===== src/rtl/axi4_lite_cmd_master_if.sv =====
// Bundle of the command/response stream and the five AXI4-Lite channels
// between the command master and the register-file slave.
interface axi4_lite_cmd_master_if #(
   parameter int ADDR_WIDTH = 32,
   parameter int DATA_WIDTH = 32
);
   logic                  cmd_valid;
   logic                  cmd_ready;
   logic                  cmd_write;
   logic [ADDR_WIDTH-1:0] cmd_addr;
   logic [DATA_WIDTH-1:0] cmd_wdata;
   logic [3:0]            cmd_wstrb;

   logic                  rsp_valid;
   logic                  rsp_ready;
   logic                  rsp_write;
   logic [DATA_WIDTH-1:0] rsp_rdata;
   logic [1:0]            rsp_resp;

   logic [ADDR_WIDTH-1:0] awaddr;
   logic                  awvalid;
   logic                  awready;
   logic [DATA_WIDTH-1:0] wdata;
   logic [3:0]            wstrb;
   logic                  wvalid;
   logic                  wready;
   logic [1:0]            bresp;
   logic                  bvalid;
   logic                  bready;
   logic [ADDR_WIDTH-1:0] araddr;
   logic                  arvalid;
   logic                  arready;
   logic [DATA_WIDTH-1:0] rdata;
   logic [1:0]            rresp;
   logic                  rvalid;
   logic                  rready;

   modport master (
      input  cmd_valid, cmd_write, cmd_addr, cmd_wdata, cmd_wstrb, rsp_ready,
      input  awready, wready, bresp, bvalid, arready, rdata, rresp, rvalid,
      output cmd_ready, rsp_valid, rsp_write, rsp_rdata, rsp_resp,
      output awaddr, awvalid, wdata, wstrb, wvalid, bready, araddr, arvalid, rready
   );

   modport slave (
      output cmd_valid, cmd_write, cmd_addr, cmd_wdata, cmd_wstrb, rsp_ready,
      output awready, wready, bresp, bvalid, arready, rdata, rresp, rvalid,
      input  cmd_ready, rsp_valid, rsp_write, rsp_rdata, rsp_resp,
      input  awaddr, awvalid, wdata, wstrb, wvalid, bready, araddr, arvalid, rready
   );
endinterface


===== src/rtl/axi4_lite_cmd_master.sv =====
// Single-outstanding AXI4-Lite master: one command in, one AXI transaction,
// one response out.
//
// state   | meaning
// --------+-----------------------------------------------------------
// IDLE    | waiting for a command; cmd_ready high
// WR_REQ  | AW and W offered; each valid drops on its own handshake
// WR_RESP | bready high, waiting for the write response
// RD_REQ  | AR offered until arready
// RD_RESP | rready high, waiting for read data
// RSP     | rsp_valid high with captured result until rsp_ready
module axi4_lite_cmd_master #(
   parameter int ADDR_WIDTH = 32,
   parameter int DATA_WIDTH = 32
) (
   input logic                    aclk_i,
   input logic                    aresetn_i,
   axi4_lite_cmd_master_if.master bus_if
);

   typedef enum logic [2:0] {
      IDLE    = 3'd0,
      WR_REQ  = 3'd1,
      WR_RESP = 3'd2,
      RD_REQ  = 3'd3,
      RD_RESP = 3'd4,
      RSP     = 3'd5
   } state_t;

   state_t                state_q, state_d;
   logic                  awvalid_q, awvalid_d;
   logic                  wvalid_q, wvalid_d;
   logic                  arvalid_q, arvalid_d;
   logic [ADDR_WIDTH-1:0] addr_q, addr_d;
   logic [DATA_WIDTH-1:0] wdata_q, wdata_d;
   logic [3:0]            wstrb_q, wstrb_d;
   logic [DATA_WIDTH-1:0] rsp_rdata_q, rsp_rdata_d;
   logic [1:0]            rsp_resp_q, rsp_resp_d;
   logic                  rsp_write_q, rsp_write_d;

   logic                  aw_done;
   logic                  w_done;

   // A channel counts as done if it already handshook or handshakes now.
   assign aw_done = !awvalid_q || bus_if.awready;
   assign w_done  = !wvalid_q  || bus_if.wready;

   // Next-state and payload decode.
   always_comb begin
      state_d     = state_q;
      awvalid_d   = awvalid_q;
      wvalid_d    = wvalid_q;
      arvalid_d   = arvalid_q;
      addr_d      = addr_q;
      wdata_d     = wdata_q;
      wstrb_d     = wstrb_q;
      rsp_rdata_d = rsp_rdata_q;
      rsp_resp_d  = rsp_resp_q;
      rsp_write_d = rsp_write_q;

      case (state_q)
         IDLE: begin
            if (bus_if.cmd_valid) begin
               addr_d  = bus_if.cmd_addr;
               wdata_d = bus_if.cmd_wdata;
               wstrb_d = bus_if.cmd_wstrb;
               if (bus_if.cmd_write) begin
                  awvalid_d = 1'b1;
                  wvalid_d  = 1'b1;
                  state_d   = WR_REQ;
               end else begin
                  arvalid_d = 1'b1;
                  state_d   = RD_REQ;
               end
            end
         end
         WR_REQ: begin
            if (awvalid_q && bus_if.awready) awvalid_d = 1'b0;
            if (wvalid_q && bus_if.wready)   wvalid_d  = 1'b0;
            if (aw_done && w_done)           state_d   = WR_RESP;
         end
         WR_RESP: begin
            if (bus_if.bvalid) begin
               rsp_resp_d  = bus_if.bresp;
               rsp_rdata_d = '0;
               rsp_write_d = 1'b1;
               state_d     = RSP;
            end
         end
         RD_REQ: begin
            if (bus_if.arready) begin
               arvalid_d = 1'b0;
               state_d   = RD_RESP;
            end
         end
         RD_RESP: begin
            if (bus_if.rvalid) begin
               rsp_rdata_d = bus_if.rdata;
               rsp_resp_d  = bus_if.rresp;
               rsp_write_d = 1'b0;
               state_d     = RSP;
            end
         end
         RSP: begin
            if (bus_if.rsp_ready) state_d = IDLE;
         end
         default: state_d = IDLE;
      endcase
   end

   // State and payload registers with synchronous active-low reset.
   always_ff @(posedge aclk_i) begin
      if (!aresetn_i) begin
         state_q     <= IDLE;
         awvalid_q   <= 1'b0;
         wvalid_q    <= 1'b0;
         arvalid_q   <= 1'b0;
         addr_q      <= '0;
         wdata_q     <= '0;
         wstrb_q     <= '0;
         rsp_rdata_q <= '0;
         rsp_resp_q  <= '0;
         rsp_write_q <= 1'b0;
      end else begin
         state_q     <= state_d;
         awvalid_q   <= awvalid_d;
         wvalid_q    <= wvalid_d;
         arvalid_q   <= arvalid_d;
         addr_q      <= addr_d;
         wdata_q     <= wdata_d;
         wstrb_q     <= wstrb_d;
         rsp_rdata_q <= rsp_rdata_d;
         rsp_resp_q  <= rsp_resp_d;
         rsp_write_q <= rsp_write_d;
      end
   end

   // Ready/valid outputs come straight from the registered state so no
   // input can reach them combinationally.
   assign bus_if.cmd_ready = (state_q == IDLE);
   assign bus_if.bready    = (state_q == WR_RESP);
   assign bus_if.rready    = (state_q == RD_RESP);
   assign bus_if.rsp_valid = (state_q == RSP);

   assign bus_if.awvalid   = awvalid_q;
   assign bus_if.wvalid    = wvalid_q;
   assign bus_if.arvalid   = arvalid_q;
   assign bus_if.awaddr    = addr_q;
   assign bus_if.araddr    = addr_q;
   assign bus_if.wdata     = wdata_q;
   assign bus_if.wstrb     = wstrb_q;
   assign bus_if.rsp_rdata = rsp_rdata_q;
   assign bus_if.rsp_resp  = rsp_resp_q;
   assign bus_if.rsp_write = rsp_write_q;

endmodule

===== src/flat_wrapper.sv =====
// flat-port wrapper written by rule: the top's interface ports become plain ports
module axi4_lite_cmd_master_flat 
#(
   parameter int ADDR_WIDTH = 32,
   parameter int DATA_WIDTH = 32
)
  (aclk_i, aresetn_i, bus_if_cmd_valid, bus_if_cmd_write, bus_if_cmd_addr, bus_if_cmd_wdata, bus_if_cmd_wstrb, bus_if_rsp_ready, bus_if_awready, bus_if_wready, bus_if_bresp, bus_if_bvalid, bus_if_arready, bus_if_rdata, bus_if_rresp, bus_if_rvalid, bus_if_cmd_ready, bus_if_rsp_valid, bus_if_rsp_write, bus_if_rsp_rdata, bus_if_rsp_resp, bus_if_awaddr, bus_if_awvalid, bus_if_wdata, bus_if_wstrb, bus_if_wvalid, bus_if_bready, bus_if_araddr, bus_if_arvalid, bus_if_rready);
  axi4_lite_cmd_master_if #(.ADDR_WIDTH(ADDR_WIDTH), .DATA_WIDTH(DATA_WIDTH)) bus_if_i ();
  input logic aclk_i;
  input logic aresetn_i;
  input wire logic [$bits(bus_if_i.cmd_valid)-1:0] bus_if_cmd_valid;
  input wire logic [$bits(bus_if_i.cmd_write)-1:0] bus_if_cmd_write;
  input wire logic [$bits(bus_if_i.cmd_addr)-1:0] bus_if_cmd_addr;
  input wire logic [$bits(bus_if_i.cmd_wdata)-1:0] bus_if_cmd_wdata;
  input wire logic [$bits(bus_if_i.cmd_wstrb)-1:0] bus_if_cmd_wstrb;
  input wire logic [$bits(bus_if_i.rsp_ready)-1:0] bus_if_rsp_ready;
  input wire logic [$bits(bus_if_i.awready)-1:0] bus_if_awready;
  input wire logic [$bits(bus_if_i.wready)-1:0] bus_if_wready;
  input wire logic [$bits(bus_if_i.bresp)-1:0] bus_if_bresp;
  input wire logic [$bits(bus_if_i.bvalid)-1:0] bus_if_bvalid;
  input wire logic [$bits(bus_if_i.arready)-1:0] bus_if_arready;
  input wire logic [$bits(bus_if_i.rdata)-1:0] bus_if_rdata;
  input wire logic [$bits(bus_if_i.rresp)-1:0] bus_if_rresp;
  input wire logic [$bits(bus_if_i.rvalid)-1:0] bus_if_rvalid;
  output wire logic [$bits(bus_if_i.cmd_ready)-1:0] bus_if_cmd_ready;
  output wire logic [$bits(bus_if_i.rsp_valid)-1:0] bus_if_rsp_valid;
  output wire logic [$bits(bus_if_i.rsp_write)-1:0] bus_if_rsp_write;
  output wire logic [$bits(bus_if_i.rsp_rdata)-1:0] bus_if_rsp_rdata;
  output wire logic [$bits(bus_if_i.rsp_resp)-1:0] bus_if_rsp_resp;
  output wire logic [$bits(bus_if_i.awaddr)-1:0] bus_if_awaddr;
  output wire logic [$bits(bus_if_i.awvalid)-1:0] bus_if_awvalid;
  output wire logic [$bits(bus_if_i.wdata)-1:0] bus_if_wdata;
  output wire logic [$bits(bus_if_i.wstrb)-1:0] bus_if_wstrb;
  output wire logic [$bits(bus_if_i.wvalid)-1:0] bus_if_wvalid;
  output wire logic [$bits(bus_if_i.bready)-1:0] bus_if_bready;
  output wire logic [$bits(bus_if_i.araddr)-1:0] bus_if_araddr;
  output wire logic [$bits(bus_if_i.arvalid)-1:0] bus_if_arvalid;
  output wire logic [$bits(bus_if_i.rready)-1:0] bus_if_rready;
  assign bus_if_i.cmd_valid = bus_if_cmd_valid;
  assign bus_if_i.cmd_write = bus_if_cmd_write;
  assign bus_if_i.cmd_addr = bus_if_cmd_addr;
  assign bus_if_i.cmd_wdata = bus_if_cmd_wdata;
  assign bus_if_i.cmd_wstrb = bus_if_cmd_wstrb;
  assign bus_if_i.rsp_ready = bus_if_rsp_ready;
  assign bus_if_i.awready = bus_if_awready;
  assign bus_if_i.wready = bus_if_wready;
  assign bus_if_i.bresp = bus_if_bresp;
  assign bus_if_i.bvalid = bus_if_bvalid;
  assign bus_if_i.arready = bus_if_arready;
  assign bus_if_i.rdata = bus_if_rdata;
  assign bus_if_i.rresp = bus_if_rresp;
  assign bus_if_i.rvalid = bus_if_rvalid;
  assign bus_if_cmd_ready = bus_if_i.cmd_ready;
  assign bus_if_rsp_valid = bus_if_i.rsp_valid;
  assign bus_if_rsp_write = bus_if_i.rsp_write;
  assign bus_if_rsp_rdata = bus_if_i.rsp_rdata;
  assign bus_if_rsp_resp = bus_if_i.rsp_resp;
  assign bus_if_awaddr = bus_if_i.awaddr;
  assign bus_if_awvalid = bus_if_i.awvalid;
  assign bus_if_wdata = bus_if_i.wdata;
  assign bus_if_wstrb = bus_if_i.wstrb;
  assign bus_if_wvalid = bus_if_i.wvalid;
  assign bus_if_bready = bus_if_i.bready;
  assign bus_if_araddr = bus_if_i.araddr;
  assign bus_if_arvalid = bus_if_i.arvalid;
  assign bus_if_rready = bus_if_i.rready;
  axi4_lite_cmd_master #(.ADDR_WIDTH(ADDR_WIDTH), .DATA_WIDTH(DATA_WIDTH)) u_core (.aclk_i(aclk_i), .aresetn_i(aresetn_i), .bus_if(bus_if_i));
endmodule

===== config.mk =====
export PLATFORM = sky130hd
export DESIGN_NAME = axi4_lite_cmd_master_flat
export DESIGN_NICKNAME = d
export VERILOG_FILES = /design/src/rtl/axi4_lite_cmd_master_if.sv /design/src/rtl/axi4_lite_cmd_master.sv /design/src/flat_wrapper.sv
export SDC_FILE = /design/constraint.sdc
export NUM_CORES = 1
export LEC_CHECK = 0
export ABC_AREA = 1
export CAP_MARGIN = 10
export CORE_MARGIN = 2
export CORE_UTILIZATION = 38
export DETAILED_ROUTE_END_ITERATION = 16
export GPL_ROUTABILITY_DRIVEN = 1
export GPL_TIMING_DRIVEN = 0
export PLACE_DENSITY = 0.8
export SYNTH_ARGS = -nofsm -noshare
export SYNTH_HDL_FRONTEND = slang
export SYNTH_SLANG_ARGS = --single-unit

===== constraint.sdc =====
create_clock -name aclk_i -period 1.6 [get_ports aclk_i]
set_input_delay 0.48 -clock aclk_i [delete_from_list [all_inputs] [get_ports aclk_i]]
set_output_delay 0.48 -clock aclk_i [all_outputs]
set_load 0.01 [all_outputs]

== Word-level counts from Yosys, hierarchy flattened ==
Index checks and enable logic that the tools add are counted.

* Memory bits (read-only): 0
* Logic and storage cells: 69
* Bits in writable memories: 0
* Bits in latches: 0
* Input bits: 114
* Output and inout port bits: 142
* Flip-flop bits (word level): 109
* Memories: 0

* Bitwise gates (word level): 0
* Equal/unequal tests: 15
* Add/subtract/negate cells: 0
* Magnitude comparators: 0
* Mux-type cells: 27
* Divide/modulo/power cells: 0
* Reductions and logical operators: 17
* Multiply operators: 0
* Shift operators: 0

{| class="wikitable"
|+ Operator list
! kind !! number
|-
| two-way mux 32 bit || 2
|-
| one-hot mux 32 bit (2 select lines) || 1
|-
| two-way mux 3 bit || 6
|-
| one-hot mux 3 bit (6 select lines) || 1
|-
| inequality test 2 bit, second input constant || 7
|-
| AND reduction 4 bit || 3
|-
| two-way mux 1 bit || 9
|-
| one-hot mux 1 bit (2 select lines) || 4
|-
| equality test 3 x 2 -> 1 bit, second input constant || 2
|-
| equality test 3 bit, second input constant || 2
|-
| two-way mux 2 bit || 3
|-
| inequality test 2 x 1 -> 1 bit, second input constant || 3
|-
| AND reduction 6 bit || 1
|-
| nonzero test 2 bit || 3
|-
| one-hot mux 2 bit (2 select lines) || 1
|-
| equality test 3 x 1 -> 1 bit, second input constant || 1
|-
| logical AND 1 bit || 3
|-
| logical NOT 3 bit || 1
|-
| AND reduction 3 bit || 1
|-
| logical NOT 1 bit || 2
|-
| logical OR 1 bit || 2
|-
| AND reduction 2 bit || 1
|}

== Longest topological paths before layout ==
Gate-level depths: netlist of run 1.

* Depth after elaboration: 5
* Mapped depth: 10
* Mapped depth without buffers: 10

== Least setup slack after synthesis of run 1 ==
No wires, ideal clock.

* Path kind: input to register
* From: in bus_if_cmd_valid
* To: reg u_core.wdata_q[24] (netlist: u_core.bus_if.wdata[24])
* Setup time: 70 ps
* Data arrival time: 1,326 ps
* Required time: 1,530 ps
* Path buffers: 3
* Setup slack: 203 ps
* Stages: 5
* Cells stage by stage: buf_2 -> buf_2 -> buf_1 -> nand3_1 -> a21oi_1

* Word-level cells in the longest chain between the ends: 1

{| class="wikitable"
|+ RTL lines
! what !! line !! RTL
|-
| from (decl) || flat_wrapper.sv:11 || <nowiki>input wire logic [$bits(bus_if_i.cmd_valid)-1:0] bus_if_cmd_valid;</nowiki>
|-
| AND reduction 2 bit (no source line) || - ||
|-
| to (signal assigned) || axi4_lite_cmd_master.sv:130 || <nowiki>wdata_q <= wdata_d;</nowiki>
|-
| to (decl) || axi4_lite_cmd_master.sv:35 || <nowiki>logic [DATA_WIDTH-1:0] wdata_q, wdata_d;</nowiki>
|}

No other way between the ends.
A chain may end at the register's enable or synchronous reset.

== Worst setup path after layout of run 1 ==
* From: reg u_core.state_q[1]
* To: out bus_if_rready

* Word-level cells in the longest chain between the ends: 1

{| class="wikitable"
|+ RTL lines
! what !! line !! RTL
|-
| from (decl) || axi4_lite_cmd_master.sv:30 || <nowiki>state_t state_q, state_d;</nowiki>
|-
| from (signal assigned) || axi4_lite_cmd_master.sv:125 || <nowiki>state_q <= state_d;</nowiki>
|-
| equality test 3 bit || axi4_lite_cmd_master.sv:142 || <nowiki>assign bus_if.rready = (state_q == RD_RESP);</nowiki>
|-
| to (decl) || flat_wrapper.sv:38 || <nowiki>output wire logic [$bits(bus_if_i.rready)-1:0] bus_if_rready;</nowiki>
|}

No other way between the ends.

==> results summary, run 1 <==
The run finished, with violations left. The final reports fail on setup timing. The residual DRC count came out at 0. TritonCTS built the clock tree. The number of fill cells in the layout came out at 953. The transition time at the pin with the least slew margin came out at 0.541 ns.

The total nets after synthesis came out at 689. The all-layer global routing usage came out at 23.4%. For this design the static power due to leakage is 3.58 nW. The final weighted congestion of routability-driven global placement is between 0.9 and 1. The post-place instance area came out at 0.00715 mm^2. The die area is 0.0125 mm^2. For this run, the share of the core covered by cells in the final layout is approximately two thirds.

The family with the most delay on the worst path is flip-flops. The largest fanout on the critical path came out at 4. The number of instances in the placed design is slightly below 1000. The met2 usage came out at 44.6%. In this run the tool buffered the top-level ports with 254 buffer cells.

In the layout the commonest cells are 164 x nand2_1, 139 x dlygate4sd2_1, 111 x clkdlybuf4s50_1. Among the stages of the critical path, the cell type that occurs most often is buf_6. Measured along the x axis, the die boundary spans 112 um. After layout, the worst setup slack is -0.0974 ns.

For the worst setup path, the data required time is 1.12 ns. The area added between synthesis and finish is 71.9%. The synthesized design spends more area on one cell type than any other, namely dfxtp_1. The unique cell type count in the Yosys netlist is 21. The minimum clock period came out at 1.70 ns. For this run, the slowest stage of the critical path takes about 0.36 ns. Max-cap violations in this run came to 0. The worst slew margin relative to its limit came out at 63.9%.

The maximum number of pins on one net before global-route repair is 19. The peak ir drop on the vdd network is just over 800 uV. Setup slack on the worst reg-to-reg path comes out at around 0.03 ns. At the placement stage, the worst setup path has a slack of -0.696 ns. The type of the tightest min-delay check is reg -> reg. The total power of the final layout came out at 11.1 mW. Setup repair after global routing could not meet its margin everywhere. The top achievable clock speed is just under 600 MHz. The number of levels the H-tree was split into came out at 3.

The number of antenna violations at the first check in global routing is 0. The first global-routing pass estimated 23600 um of wire. Counting every sink on the clock net gives 109. The via count of the first global-routing pass came out at 4795. The global routing met3 resource utilization came out at 6.21%.

The number of rows in the core area is 39. The worst hold-check slack is roughly 0.46 ns. The netlist area before placement is approximately 0.0044 mm^2. Summing the sequential cell areas from Yosys gives 49.3% of the chip area. Traced cell by cell, the critical path runs through buf_6, nor2_4, nand2_2, inv_2, buf_6. The post-route netlist has 16.2% of its cells at a drive strength greater than 1.

The maximum count of clock buffers along a single path is 2. The total iterations of the first detailed-routing run is 7. Setup violations remaining at the end of the flow were counted as 2. The region available for standard cell placement spans 0.0114 mm^2. The share of the clock period used by the worst path after layout came out at 106%. The kind of start point of the critical path is a flip-flop. The most common library cell in the layout ignoring fill and taps is nand2_1. The clock root buffer is clkbuf_16.

The synthesized design contains 109 register bits. After detailed routing, the number of vias per cell comes to 4.97. The quantity of hold-fixing buffers added after cts came out at 0. The slowest stage of the critical path belongs to the cell dfxtp_4. The count of yosys warnings during synthesis came out at 0. After detailed routing, the total wire length is between 15000 and 20000 um. STA classifies the critical path endpoint as an output pin.

The insertion delay of the later-clocked pin in the worst-skew pair came out at roughly 0.34 ns. The final-report max-slew violation count came out at 0. The mean routed wirelength per cell is 15.9 um. The sum of overflow across all layers after global routing came out at 0.

Power spread over the standard cell area amounts to 1460 mW/mm^2. The worst path arrival time came out at roughly 1.2 ns. The final design instance area without fill is 0.00761 mm^2. Buffers inserted during clock tree synthesis total 9.

The count of non-filler cells in the finished layout is 1003. The combined buffer and inverter count along the critical path came out at 3. The post-synthesis average cell area came out at 7.69 um^2. The effective utilization at floorplan is 38.9%.

The post-route antenna net violation count is 0. After global routing, the most crowded layer is met2. The fraction of met1 tracks used by global routing came out at about a quarter. The share of Yosys cell area claimed by the top area cell type came out at 49.3%. The largest clock skew in the final design came out at 0.00511 ns. The setup path with the least slack is of type reg -> out.

The number of antenna cells inserted is 0. The DRC marker count from the first detailed-route iteration came out at 243. The routed layout has 4983 vias.

The number of top-level pins is between 200 and 300. Counting every instance in the synthesized netlist gives 575. The vertical die dimension came out at 112 um.

The final hold violation count came out at 0. The post-DP HPWL came out at 11600 um. Clock-pin slew was measured on the worst setup and hold paths at 0.07 ns. By area the synthesized netlist is led by dfxtp_1 49%, nand2_1 14%, a21oi_1 12%. The post-layout net count is 970. The post-route setup TNS is -0.180 ns.
## per-layer routing
| layer | routed length (um) | up-vias | share of wire [%] |
|---|---|---|---|
| li1 | - | 2407 | - |
| met1 | 5970 | 2315 | 37 |
| met2 | 8360 | 230 | 52 |
| met3 | 1240 | 31 | 7.8 |
| met4 | 392 | 0 | 2.5 |
| met5 | 0 | - | 0 |
## path summary, 6_finish.rpt
path / from / to / cells past startpoint
min: u_core.bus_if.wdata[17]$_SDFFE_PN0P_ / u_core.bus_if.wdata[17]$_SDFFE_PN0P_ / 2
max reg2reg: u_core.state_q[1]$_SDFFE_PN0P_ / u_core.bus_if.rsp_resp[0]$_SDFFE_PN0P_ / 9
min reg2reg: u_core.bus_if.wdata[17]$_SDFFE_PN0P_ / u_core.bus_if.wdata[17]$_SDFFE_PN0P_ / 2
max: u_core.state_q[1]$_SDFFE_PN0P_ / bus_if_rready / 5
## report_power, final
group / switching, mW / leakage, nW / internal [mW]
Clock: 1.05 / 0.150 / 1.38
Sequential: 0.319 / 0.898 / 3.22
Combinational: 2.77 / 2.54 / 2.40
## final cells by class
cell class / count / area, um^2 / area share, %
buffer: 70 / 473 / 6.22
inverter: 20 / 85.1 / 1.12
multi-input combinational: 375 / 1770 / 23.2
tap: 143 / 179 / 2.35
clock buffer: 9 / 225 / 2.96
timing repair buffer: 271 / 2560 / 33.7
sequential: 109 / 2220 / 29.2
clock inverter: 6 / 95.1 / 1.25
## cell usage after synthesis
master	number
clkinv_1	1
buf_2	14
buf_6	9
nor2_2	3
dfxtp_1	109
nor2_8	1
nand3_1	73
inv_1	15
clkbuf_1	15
nand3_2	3
nand4_1	1
nand2_1	168
nor2_1	15
nand2_2	2
o21ai_0	1
buf_1	1
inv_2	3
clkinv_2	1
buf_4	33
nand2_4	1
a21oi_1	106
## cells by family (layout without fill, tap and decap cells)
group,count (synthesis),after routing,synth area share (%)
AOI/OAI and AO/OA,107,107,12.1
buffers and inverters,92,376,12.6
DFF,109,109,49.3
and+or+nand+nor,267,268,26.0
## what timing repair did
item,in CTS,in global routing
pin swaps,4,4
buffers inserted,10,5
gates resized for setup,195,22
setup endpoints to repair,207,49
cloned,0,3
## state kept, by name, indices dropped and copies added (netlist names), 2 cells and up
name / cells
u_core.bus_if.araddr: 32
u_core.bus_if.rsp_resp: 2
u_core.bus_if.rsp_rdata: 32
u_core.state_q: 3
u_core.bus_if.wdata: 32
u_core.bus_if.wstrb: 4
## worst register-to-register path: cells and delay by family, from the launching register on
kind	cells	cell delay, ns
AND/OR/NAND/NOR	5	0.52
AO/OA/AOI/OAI	1	0.08
buffers and inverters	3	0.49
flip-flops	1	0.36
Power figures use the tool's default switching activity.
==> run 2, diff against run 1 <==
--- a/config.mk
+++ b/config.mk
@@ -13,6 +13,7 @@
 export GPL_ROUTABILITY_DRIVEN = 1
 export GPL_TIMING_DRIVEN = 0
 export PLACE_DENSITY = 0.8
+export SLEW_MARGIN = 20
 export SYNTH_ARGS = -nofsm -noshare
 export SYNTH_HDL_FRONTEND = slang
 export SYNTH_SLANG_ARGS = --single-unit
==> results of run 2 <==
No change in the layout: final DEF, timing and power equal those of run 1.
==> run 3, diff against run 2 <==
--- a/config.mk
+++ b/config.mk
@@ -13,7 +13,7 @@
 export GPL_ROUTABILITY_DRIVEN = 1
 export GPL_TIMING_DRIVEN = 0
 export PLACE_DENSITY = 0.8
-export SLEW_MARGIN = 20
+export SLEW_MARGIN = 30
 export SYNTH_ARGS = -nofsm -noshare
 export SYNTH_HDL_FRONTEND = slang
 export SYNTH_SLANG_ARGS = --single-unit
==> results of run 3 <==
No change in the layout: final DEF, timing and power equal those of run 1.
